===== src/rtl/axi_master_pkg.sv =====
// ============================================================================
// Module      : axi_master_pkg
// Description : Shared types and constants for the AXI4 burst master:
//               FSM state encoding, AXI burst/response codes and a helper
//               that converts a strobe width into an AXI SIZE field.
// Revision    : 1.0  initial release
// ============================================================================
`default_nettype none

package axi_master_pkg;

  typedef enum logic [2:0] {
    ST_IDLE = 3'd0,
    ST_AR   = 3'd1,
    ST_R    = 3'd2,
    ST_AW   = 3'd3,
    ST_W    = 3'd4,
    ST_B    = 3'd5
  } state_e;

  localparam logic [1:0] BURST_INCR  = 2'b01;

  localparam logic [1:0] RESP_OKAY   = 2'b00;
  localparam logic [1:0] RESP_EXOKAY = 2'b01;
  localparam logic [1:0] RESP_SLVERR = 2'b10;
  localparam logic [1:0] RESP_DECERR = 2'b11;

  // AXI SIZE is log2 of the bytes per beat; strb_w must be a power of two.
  function automatic logic [2:0] size_from_strb(input int strb_w);
    logic [2:0] size;
    size = '0;
    for (int i = 0; i < 8; i++) begin
      if ((1 << i) == strb_w) size = i[2:0];
    end
    return size;
  endfunction

endpackage

`default_nettype wire


===== src/rtl/axi_beat_cnt.sv =====
// ============================================================================
// Module      : axi_beat_cnt
// Description : Burst beat counter shared by the read and write data paths.
//               Cleared when a request is accepted, advanced once per data
//               handshake, and saturates at len so a maximum-length burst
//               never wraps back to zero.
// Revision    : 1.0  initial release
// Ports       : clk, rst       clock, synchronous active-high reset
//               clear          restart the count at beat 0
//               inc            a beat was transferred this cycle
//               len            beats-1 of the current burst
//               last           current beat is the final one (count == len)
// ============================================================================
`default_nettype none

module axi_beat_cnt #(
  parameter int LEN_W = 4
) (
  input  logic             clk,
  input  logic             rst,
  input  logic             clear,
  input  logic             inc,
  input  logic [LEN_W-1:0] len,
  output logic             last
);

  localparam logic [LEN_W-1:0] C_ONE = {{(LEN_W-1){1'b0}}, 1'b1};

  logic [LEN_W-1:0] cnt_q;
  logic [LEN_W-1:0] cnt_d;

  always_comb begin
    cnt_d = cnt_q;
    if (clear) begin
      cnt_d = '0;
    end else if (inc && !last) begin
      // Holding at len keeps the last flag asserted for any overrun beats.
      cnt_d = cnt_q + C_ONE;
    end
  end

  always_ff @(posedge clk) begin
    if (rst) cnt_q <= '0;
    else     cnt_q <= cnt_d;
  end

  assign last = (cnt_q == len);

endmodule

`default_nettype wire


===== src/rtl/axi_burst_master.sv =====
// ============================================================================
// Module      : axi_burst_master
// Description : Single-outstanding AXI4 master bridge. Takes one INCR burst
//               request (1..2^LEN_W beats) from the core side, runs the
//               address phase, streams read beats out or pulls write beats in,
//               and reports completion with a one-cycle done pulse and an
//               error flag.
// Revision    : 1.0  initial release
// Ports       : clk, rst               clock, synchronous active-high reset
//               req_*                  request handshake, direction, addr, len
//               wr_data/wr_strb/wr_pop write beat source, pop per beat
//               rd_data/rd_valid/rd_last  registered read beat stream
//               done/err               completion pulse and sticky error
//               ar*/r*/aw*/w*/b*       AXI4 master channels
// ============================================================================
`default_nettype none

module axi_burst_master
  import axi_master_pkg::*;
#(
  parameter int              ID_W   = 4,
  parameter logic [ID_W-1:0] ID_VAL = '0,
  parameter int              ADDR_W = 32,
  parameter int              DATA_W = 32,
  parameter int              LEN_W  = 4
) (
  input  logic                clk,
  input  logic                rst,
  // core-side request
  input  logic                req_valid,
  output logic                req_ready,
  input  logic                req_write,
  input  logic [ADDR_W-1:0]   req_addr,
  input  logic [LEN_W-1:0]    req_len,
  // core-side write beats
  input  logic [DATA_W-1:0]   wr_data,
  input  logic [DATA_W/8-1:0] wr_strb,
  output logic                wr_pop,
  // core-side read beats
  output logic [DATA_W-1:0]   rd_data,
  output logic                rd_valid,
  output logic                rd_last,
  // completion
  output logic                done,
  output logic                err,
  // AXI read address
  output logic [ID_W-1:0]     arid,
  output logic [ADDR_W-1:0]   araddr,
  output logic [LEN_W-1:0]    arlen,
  output logic [2:0]          arsize,
  output logic [1:0]          arburst,
  output logic                arvalid,
  input  logic                arready,
  // AXI read data
  input  logic [ID_W-1:0]     rid,
  input  logic [DATA_W-1:0]   rdata,
  input  logic [1:0]          rresp,
  input  logic                rlast,
  input  logic                rvalid,
  output logic                rready,
  // AXI write address
  output logic [ID_W-1:0]     awid,
  output logic [ADDR_W-1:0]   awaddr,
  output logic [LEN_W-1:0]    awlen,
  output logic [2:0]          awsize,
  output logic [1:0]          awburst,
  output logic                awvalid,
  input  logic                awready,
  // AXI write data
  output logic [DATA_W-1:0]   wdata,
  output logic [DATA_W/8-1:0] wstrb,
  output logic                wlast,
  output logic                wvalid,
  input  logic                wready,
  // AXI write response
  input  logic [ID_W-1:0]     bid,
  input  logic [1:0]          bresp,
  input  logic                bvalid,
  output logic                bready
);

  state_e              state_q,    state_d;
  logic [ADDR_W-1:0]   addr_q,     addr_d;
  logic [LEN_W-1:0]    len_q,      len_d;
  logic                err_q,      err_d;
  logic                done_q,     done_d;
  logic [DATA_W-1:0]   rd_data_q,  rd_data_d;
  logic                rd_valid_q, rd_valid_d;
  logic                rd_last_q,  rd_last_d;

  logic                w_cnt_clear;
  logic                w_cnt_inc;
  logic                w_cnt_last;
  logic                w_wr_hs;

  axi_beat_cnt #(
    .LEN_W (LEN_W)
  ) u_beat_cnt (
    .clk   (clk),
    .rst   (rst),
    .clear (w_cnt_clear),
    .inc   (w_cnt_inc),
    .len   (len_q),
    .last  (w_cnt_last)
  );

  assign w_wr_hs = (state_q == ST_W) && wready;

  always_comb begin
    state_d     = state_q;
    addr_d      = addr_q;
    len_d       = len_q;
    err_d       = err_q;
    done_d      = 1'b0;
    rd_data_d   = rd_data_q;
    rd_valid_d  = 1'b0;
    rd_last_d   = 1'b0;
    w_cnt_clear = 1'b0;
    w_cnt_inc   = 1'b0;

    case (state_q)
      ST_IDLE: begin
        if (req_valid) begin
          addr_d      = req_addr;
          len_d       = req_len;
          err_d       = 1'b0;
          w_cnt_clear = 1'b1;
          state_d     = req_write ? ST_AW : ST_AR;
        end
      end
      ST_AR: begin
        if (arready) state_d = ST_R;
      end
      ST_R: begin
        if (rvalid) begin
          rd_data_d  = rdata;
          rd_valid_d = 1'b1;
          rd_last_d  = rlast;
          w_cnt_inc  = 1'b1;
          if ((rresp != RESP_OKAY) || (rid != ID_VAL)) err_d = 1'b1;
          if (rlast) begin
            // Short burst: RLAST arrived before the requested length.
            if (!w_cnt_last) err_d = 1'b1;
            done_d  = 1'b1;
            state_d = ST_IDLE;
          end else if (w_cnt_last) begin
            // Overrun: beats beyond len are forwarded until RLAST.
            err_d = 1'b1;
          end
        end
      end
      ST_AW: begin
        if (awready) state_d = ST_W;
      end
      ST_W: begin
        if (w_wr_hs) begin
          w_cnt_inc = 1'b1;
          if (w_cnt_last) state_d = ST_B;
        end
      end
      ST_B: begin
        if (bvalid) begin
          if ((bresp != RESP_OKAY) || (bid != ID_VAL)) err_d = 1'b1;
          done_d  = 1'b1;
          state_d = ST_IDLE;
        end
      end
      default: begin
        state_d = ST_IDLE;
      end
    endcase
  end

  always_ff @(posedge clk) begin
    if (rst) begin
      state_q    <= ST_IDLE;
      addr_q     <= '0;
      len_q      <= '0;
      err_q      <= 1'b0;
      done_q     <= 1'b0;
      rd_data_q  <= '0;
      rd_valid_q <= 1'b0;
      rd_last_q  <= 1'b0;
    end else begin
      state_q    <= state_d;
      addr_q     <= addr_d;
      len_q      <= len_d;
      err_q      <= err_d;
      done_q     <= done_d;
      rd_data_q  <= rd_data_d;
      rd_valid_q <= rd_valid_d;
      rd_last_q  <= rd_last_d;
    end
  end

  assign req_ready = (state_q == ST_IDLE);

  assign arid    = ID_VAL;
  assign araddr  = addr_q;
  assign arlen   = len_q;
  assign arsize  = size_from_strb(DATA_W / 8);
  assign arburst = BURST_INCR;
  assign arvalid = (state_q == ST_AR);
  assign rready  = (state_q == ST_R);

  assign awid    = ID_VAL;
  assign awaddr  = addr_q;
  assign awlen   = len_q;
  assign awsize  = size_from_strb(DATA_W / 8);
  assign awburst = BURST_INCR;
  assign awvalid = (state_q == ST_AW);

  assign wvalid  = (state_q == ST_W);
  assign wdata   = wr_data;
  assign wstrb   = wr_strb;
  assign wlast   = (state_q == ST_W) && w_cnt_last;
  assign wr_pop  = w_wr_hs;

  assign bready  = (state_q == ST_B);

  assign rd_data  = rd_data_q;
  assign rd_valid = rd_valid_q;
  assign rd_last  = rd_last_q;
  assign done     = done_q;
  assign err      = err_q;

endmodule

`default_nettype wire

===== config.mk =====
export PLATFORM = sky130hd
export DESIGN_NAME = axi_burst_master
export DESIGN_NICKNAME = d
export VERILOG_FILES = /design/src/rtl/axi_master_pkg.sv /design/src/rtl/axi_beat_cnt.sv /design/src/rtl/axi_burst_master.sv
export SDC_FILE = /design/constraint.sdc
export NUM_CORES = 1
export LEC_CHECK = 0
export ABC_AREA = 1
export CAP_MARGIN = 25
export CORE_AREA = 2 2 116 118
export CTS_CLUSTER_SIZE = 28
export DETAILED_ROUTE_END_ITERATION = 12
export DIE_AREA = 0 0 118 120
export PLACE_DENSITY = 0.79
export SETUP_SLACK_MARGIN = 0.2
export SYNTH_ARGS = -nofsm -noshare
export SYNTH_HDL_FRONTEND = slang
export SYNTH_HIERARCHICAL = 1
export SYNTH_SLANG_ARGS = --single-unit

===== constraint.sdc =====
create_clock -name clk -period 3.01 [get_ports clk]
set_input_delay 0.602 -clock clk [delete_from_list [all_inputs] [get_ports clk]]
set_output_delay 0.602 -clock clk [all_outputs]
set_load 0.005 [all_outputs]

=== Word level (Yosys, flattened, before mapping) ===
Cells that the tools add are included.

* Register bits after elaboration: 79
* Output and inout port bits: 170
* Input port bits: 126
* Logic and storage cells: 74

* Equality and inequality tests: 15
* Bitwise logic cells: 2
* Reduce and logical (&&, ||, !) cells: 19
* $add $sub $neg: 1
* Multiplexer cells: 28

{| class="wikitable"
|+ Operators with widths
! operator !! count
|-
| two-way mux 3 bit || 8
|-
| one-hot mux 3 bit (6 select lines) || 1
|-
| two-way mux 1 bit || 15
|-
| != test 2 bit, second input constant || 5
|-
| != test 2 x 1 -> 1 bit, second input constant || 4
|-
| AND reduction 8 bit || 1
|-
| nonzero test 4 bit || 2
|-
| equality test 3 x 2 -> 1 bit, second input constant || 2
|-
| equality test 3 bit, second input constant || 2
|-
| AND reduction 5 bit || 1
|-
| adder 4 x 1 -> 4 bit, second input constant || 1
|-
| equality test 4 bit || 1
|-
| one-hot mux 1 bit (2 select lines) || 2
|-
| AND reduction 2 bit || 2
|-
| nonzero test 2 bit || 2
|-
| OR reduction 2 bit || 2
|-
| equality test 3 x 1 -> 1 bit, second input constant || 1
|-
| logical AND 1 bit || 3
|-
| zero test 3 bit || 1
|-
| one-hot mux 1 bit (3 select lines) || 1
|-
| nonzero test 3 bit || 1
|-
| OR reduction 3 bit || 1
|-
| logical OR 1 bit || 2
|-
| two-way mux 2 bit || 1
|-
| 2 further kinds || 3
|}

=== Longest topological paths before layout ===
Gate-level depths: netlist of run 1.

* Depth in word-level cells: 7
* Depth in mapped cells: 14
* Mapped depth without buffers: 14

=== Cells and area by module ===
Netlist of run 1, hierarchy kept.

{| class="wikitable"
|+ By module, submodules not included
! module !! instances !! cells an instance !! sequential area each (µm²) !! area each (µm²)
|-
| axi_burst_master || 1 || 484 || 1501.4 || 3622.2
|-
| axi_beat_cnt || 1 || 51 || 80.1 || 297.8
|}

=== Worst setup path after synthesis of run 1 ===
No wires, ideal clock.

* Path kind: reg-to-reg
* Start: register state_q[0]
* End: register u_beat_cnt.cnt_q[3]
* Slack: 1238 ps
* Path buffers: 1
* Clock period less this slack: 1772 ps
* Data required time: 2895 ps
* Arrival: 1657 ps
* Stages on the path, launching flop included: 12
* Library setup time: 115 ps
* Cells stage by stage: dfxtp_1 > buf_2 > nor2_4 > inv_2 > nor2_1 > inv_1 > o21ai_0 > nand3_1 > nor2_1 > nand3_1 > nand2_1 > nor2_1

* Word-level cells in the longest chain between the ends: 5
* Elaborated cells between the ends (all ways): 9
* Those cells by class: eq/ne (2); mux (3); reduce/logical (4)

{| class="wikitable"
|+ Ends and longest elaborated chain
! item !! RTL line !! source
|-
| start: declaration || axi_burst_master.sv:82 || <nowiki>state_e state_q, state_d;</nowiki>
|-
| start signal: assignment || axi_burst_master.sv:185 || <nowiki>state_q <= state_d;</nowiki>
|-
| equality test 3 bit (*) || - ||
|-
| via wvalid || axi_burst_master.sv:73 || <nowiki>output logic wvalid,</nowiki>
|-
| logical AND 1 bit || axi_burst_master.sv:107 || <nowiki>assign w_wr_hs = (state_q == ST_W) && wready;</nowiki>
|-
| two-way mux 1 bit || axi_burst_master.sv:156 || <nowiki>if (w_wr_hs) begin</nowiki>
|-
| one-hot mux 1 bit (2 select lines) (*) || axi_burst_master.sv:121 || <nowiki>case (state_q)</nowiki>
|-
| via w_cnt_inc || axi_burst_master.sv:92 || <nowiki>logic w_cnt_inc;</nowiki>
|-
| logical AND 1 bit (*) || axi_beat_cnt.sv:36 || <nowiki>end else if (inc && !last) begin</nowiki>
|-
| end signal: assignment || axi_beat_cnt.sv:44 || <nowiki>else cnt_q <= cnt_d;</nowiki>
|-
| end: declaration || axi_beat_cnt.sv:29 || <nowiki>logic [LEN_W-1:0] cnt_q;</nowiki>
|}

Mark *: on every way through the listed nets, which the timed path passes. The rest lies on a longest branch.
A chain may end at the register's enable or synchronous reset.

=== Worst setup path in the final report of run 1 ===
* Start: register u_beat_cnt.cnt_q[0]
* End: output wlast

* Word-level cells in the longest chain between the ends: 2

{| class="wikitable"
|+ Ends and longest elaborated chain
! item !! RTL line !! source
|-
| equality test 4 bit || axi_beat_cnt.sv:47 || <nowiki>assign last = (cnt_q == len);</nowiki>
|-
| via w_cnt_last || axi_burst_master.sv:93 || <nowiki>logic w_cnt_last;</nowiki>
|-
| logical AND 1 bit || axi_burst_master.sv:216 || <nowiki>assign wlast = (state_q == ST_W) && w_cnt_last;</nowiki>
|-
| end: declaration || axi_burst_master.sv:72 || <nowiki>output logic wlast,</nowiki>
|}

The timed path passes the listed nets, and every way through them passes these cells.

==> results of run 1 <==
power breakdown:
part	switching (W)	internal, W	total (W)
sequential	0.000159	0.00125	0.00140
combinational	0.000679	0.000805	0.00148
clock	0.000444	0.000563	0.00101
path summary, 6_finish.rpt:
kind | endpoint | cells after the start | from | slack [ps]
setup reg to reg | u_beat_cnt/cnt_q[3] | 10 | state_q[2] | 1130
setup / recovery | wlast | 9 | u_beat_cnt/cnt_q[0] | 440
hold / removal | err | 2 | err | 450
hold reg to reg | err | 2 | err | 450
critical path, cell delays in order, from the launching register on:
cell and delay, ps:
dfxtp_1 430, inv_1 60, nand2_1 50, nand2_1 50
nor2_1 100, nand2_2 140, inv_1 100, inv_1 70
nor2_1 110, clkdlybuf4s50_1 500
routing by layer:
metal | global-route usage, % | vias to the layer above | share of wire (%)
met5 | 0 | - | 0
met4 | 5.87 | 0 | 1.5
met3 | 5.61 | 14 | 10
met2 | 24.4 | 204 | 46
met1 | 16.8 | 1578 | 42
li1 | - | 1807 | -
synthesized netlist by cell type (3+ instances only):
library cell / n / area share (%)
inv_1: 26 / 2.5
nand2_1: 113 / 11
dfxtp_1: 79 / 40
o21ai_0: 28 / 3.6
nor2_1: 98 / 9.4
nand3_1: 14 / 1.8
buf_4: 93 / 18
buf_6: 10 / 2.9
a21oi_1: 42 / 5.4
nor2_4: 3 / 0.86
clkbuf_1: 7 / 0.67
o21ai_1: 5 / 0.64
registers in the layout (all words and copies together) (netlist names):
name and cells:
rd_data 32, err 1, rd_last 1, state_q 3, done 1, araddr 32
u_beat_cnt/cnt_q 4, rd_valid 1, arlen 4
cells by family after synthesis:
group	after synthesis	share of synthesized area, %
adders and majority gates	1	0.319
AOI/OAI and AO/OA	75	9.58
buffers and inverters	142	24.6
other	2	0.192
and+or+nand+nor	236	25.0
DFF	79	40.3
stage by stage:
stage | power, W | utilization, % | hold slack (ps)
floorplan | 0.00230 | - | 442
global placement | 0.00290 | 41.9 | 437
detailed placement | 0.00293 | 41.9 | 442
CTS | 0.00396 | 44.0 | 452
global route | 0.00417 | 44.0 | 475
finish | 0.00389 | 44.0 | 449
layout make-up:
class | count | area [µm²] | share of cell area [%]
Tap cell | 176 | 220 | 3.86
Multi-Input combinational cell | 330 | 1440 | 25.1
Clock buffer | 10 | 229 | 4.01
Timing Repair Buffer | 210 | 2080 | 36.5
Clock inverter | 6 | 45.0 | 0.789
Sequential cell | 79 | 1580 | 27.7
Inverter | 30 | 116 | 2.04
cells in the final DEF, fill, tap and decap left out, drive strengths merged, types with 10 or more instances in the layout:
| cell | count |
|---|---|
| a21oi | 42 |
| clkbuf | 10 |
| clkdlybuf4s50 | 204 |
| conb | 18 |
| dfxtp | 79 |
| inv | 30 |
| nand2 | 116 |
| nand3 | 14 |
| nor2 | 104 |
| o21ai | 33 |
==> flow_summary.json, run 1 <==
{
  "status": "complete, no violations",
  "core-area_mm2": 0.0130,
  "leakagePower_nw": 2.32,
  "rsz0062_at_grt": "no",
  "hp-class": "flop to flop",
  "antenna_found_initial": 0,
  "finalSetupViolCount": 0,
  "netlist_area_mm2": 0.00392,
  "numCtsBuffers": 9,
  "relSlewSlack_pct": 38.7,
  "cts_setup_buffers": 0,
  "grt.overflow.total": 0,
  "drt_iter0_markers": 154,
  "drive_gt1_share_pct": 5.11,
  "yosysWarnings": 6,
  "synth_seq_cells": 79,
  "finClkSkew_ps": 9.34,
  "arrival_ps": 1970,
  "wl_per_cell_um": 12.4,
  "period_share_pct": 85.4,
  "max_cap_violations": 0,
  "fin_cells": 841,
  "gp_congestion": 0.804,
  "synth_edf_count": 0,
  "grt_start_max_net_pins": 41,
  "async_reset_ff_share_pct": 0,
  "finalSetupTns_ps": 0,
  "worst_pin_slew_ps": 919,
  "end_kind": "output pin",
  "slew_viol_final": 0,
  "cts_root_buffer": "clkbuf_16",
  "cts_max_level": 3,
  "clk_latency_ps": 340,
  "post_cts_resized": 0,
  "die_w_um": 118,
  "clockBufferDepth": 2,
  "route.detailed.drc": 0,
  "insertedDiodeCount": 0,
  "power_density_mw_per_mm2": 682,
  "dp_cells": 825,
  "dieArea_mm2": 0.0142,
  "placement.cell_area_mm2": 0.00544,
  "path_clk_slew_ps": 60,
  "syn_inst": 535,
  "start_util_pct": 30.2,
  "io_buffers": 205,
  "hold_buffers": 0,
  "crit_required_ps": 2410,
  "cts_tree": "yes",
  "pin_count": 296,
  "vias": 3603,
  "grtUsageTotal_pct": 14.6,
  "dieHeight_um": 120,
  "fin_ws_ps": 440,
  "ys_types": 24,
  "startpoint_type": "flop",
  "hold_violations": 0,
  "firstDrtPassIters": 5,
  "grt_pass1_wl_um": 16400,
  "final_nets": 787,
  "ys_seq_area_share_pct": 40.3,
  "cp_max_fo": 9,
  "peakVddDrop_mv": 0.278,
  "syn_to_final_growth_pct": 45.7,
  "cts.sinks": 79,
  "finalInstanceArea_mm2": 0.00571,
  "grt_pass1_vias": 3349,
  "synth_ff_type": "dfxtp_1",
  "ant_nets": 0,
  "path_class": "flop to output pin",
  "syn_avg_cell_area_um2": 7.33,
  "viasPerCell": 4.28,
  "fill_cells": 1289,
  "rows": 42,
  "dp_hpwl_um": 7790,
  "wl_um": 10400,
  "dp_slack_ps": 697,
  "max_freq_mhz": 389,
  "period_minus_slack_ps": 2570
}
Power figures use the tool's default switching activity.
==> run 2, diff against run 1 <==
--- a/config.mk
+++ b/config.mk
@@ -11,8 +11,10 @@
 export CTS_CLUSTER_SIZE = 28
 export DETAILED_ROUTE_END_ITERATION = 12
 export DIE_AREA = 0 0 118 120
+export HOLD_SLACK_MARGIN = 0.08
 export PLACE_DENSITY = 0.79
 export SETUP_SLACK_MARGIN = 0.2
+export SKIP_CTS_REPAIR_TIMING = 1
 export SYNTH_ARGS = -nofsm -noshare
 export SYNTH_HDL_FRONTEND = slang
 export SYNTH_HIERARCHICAL = 1
==> results of run 2 <==
No change in the layout: final DEF, timing and power equal those of run 1.
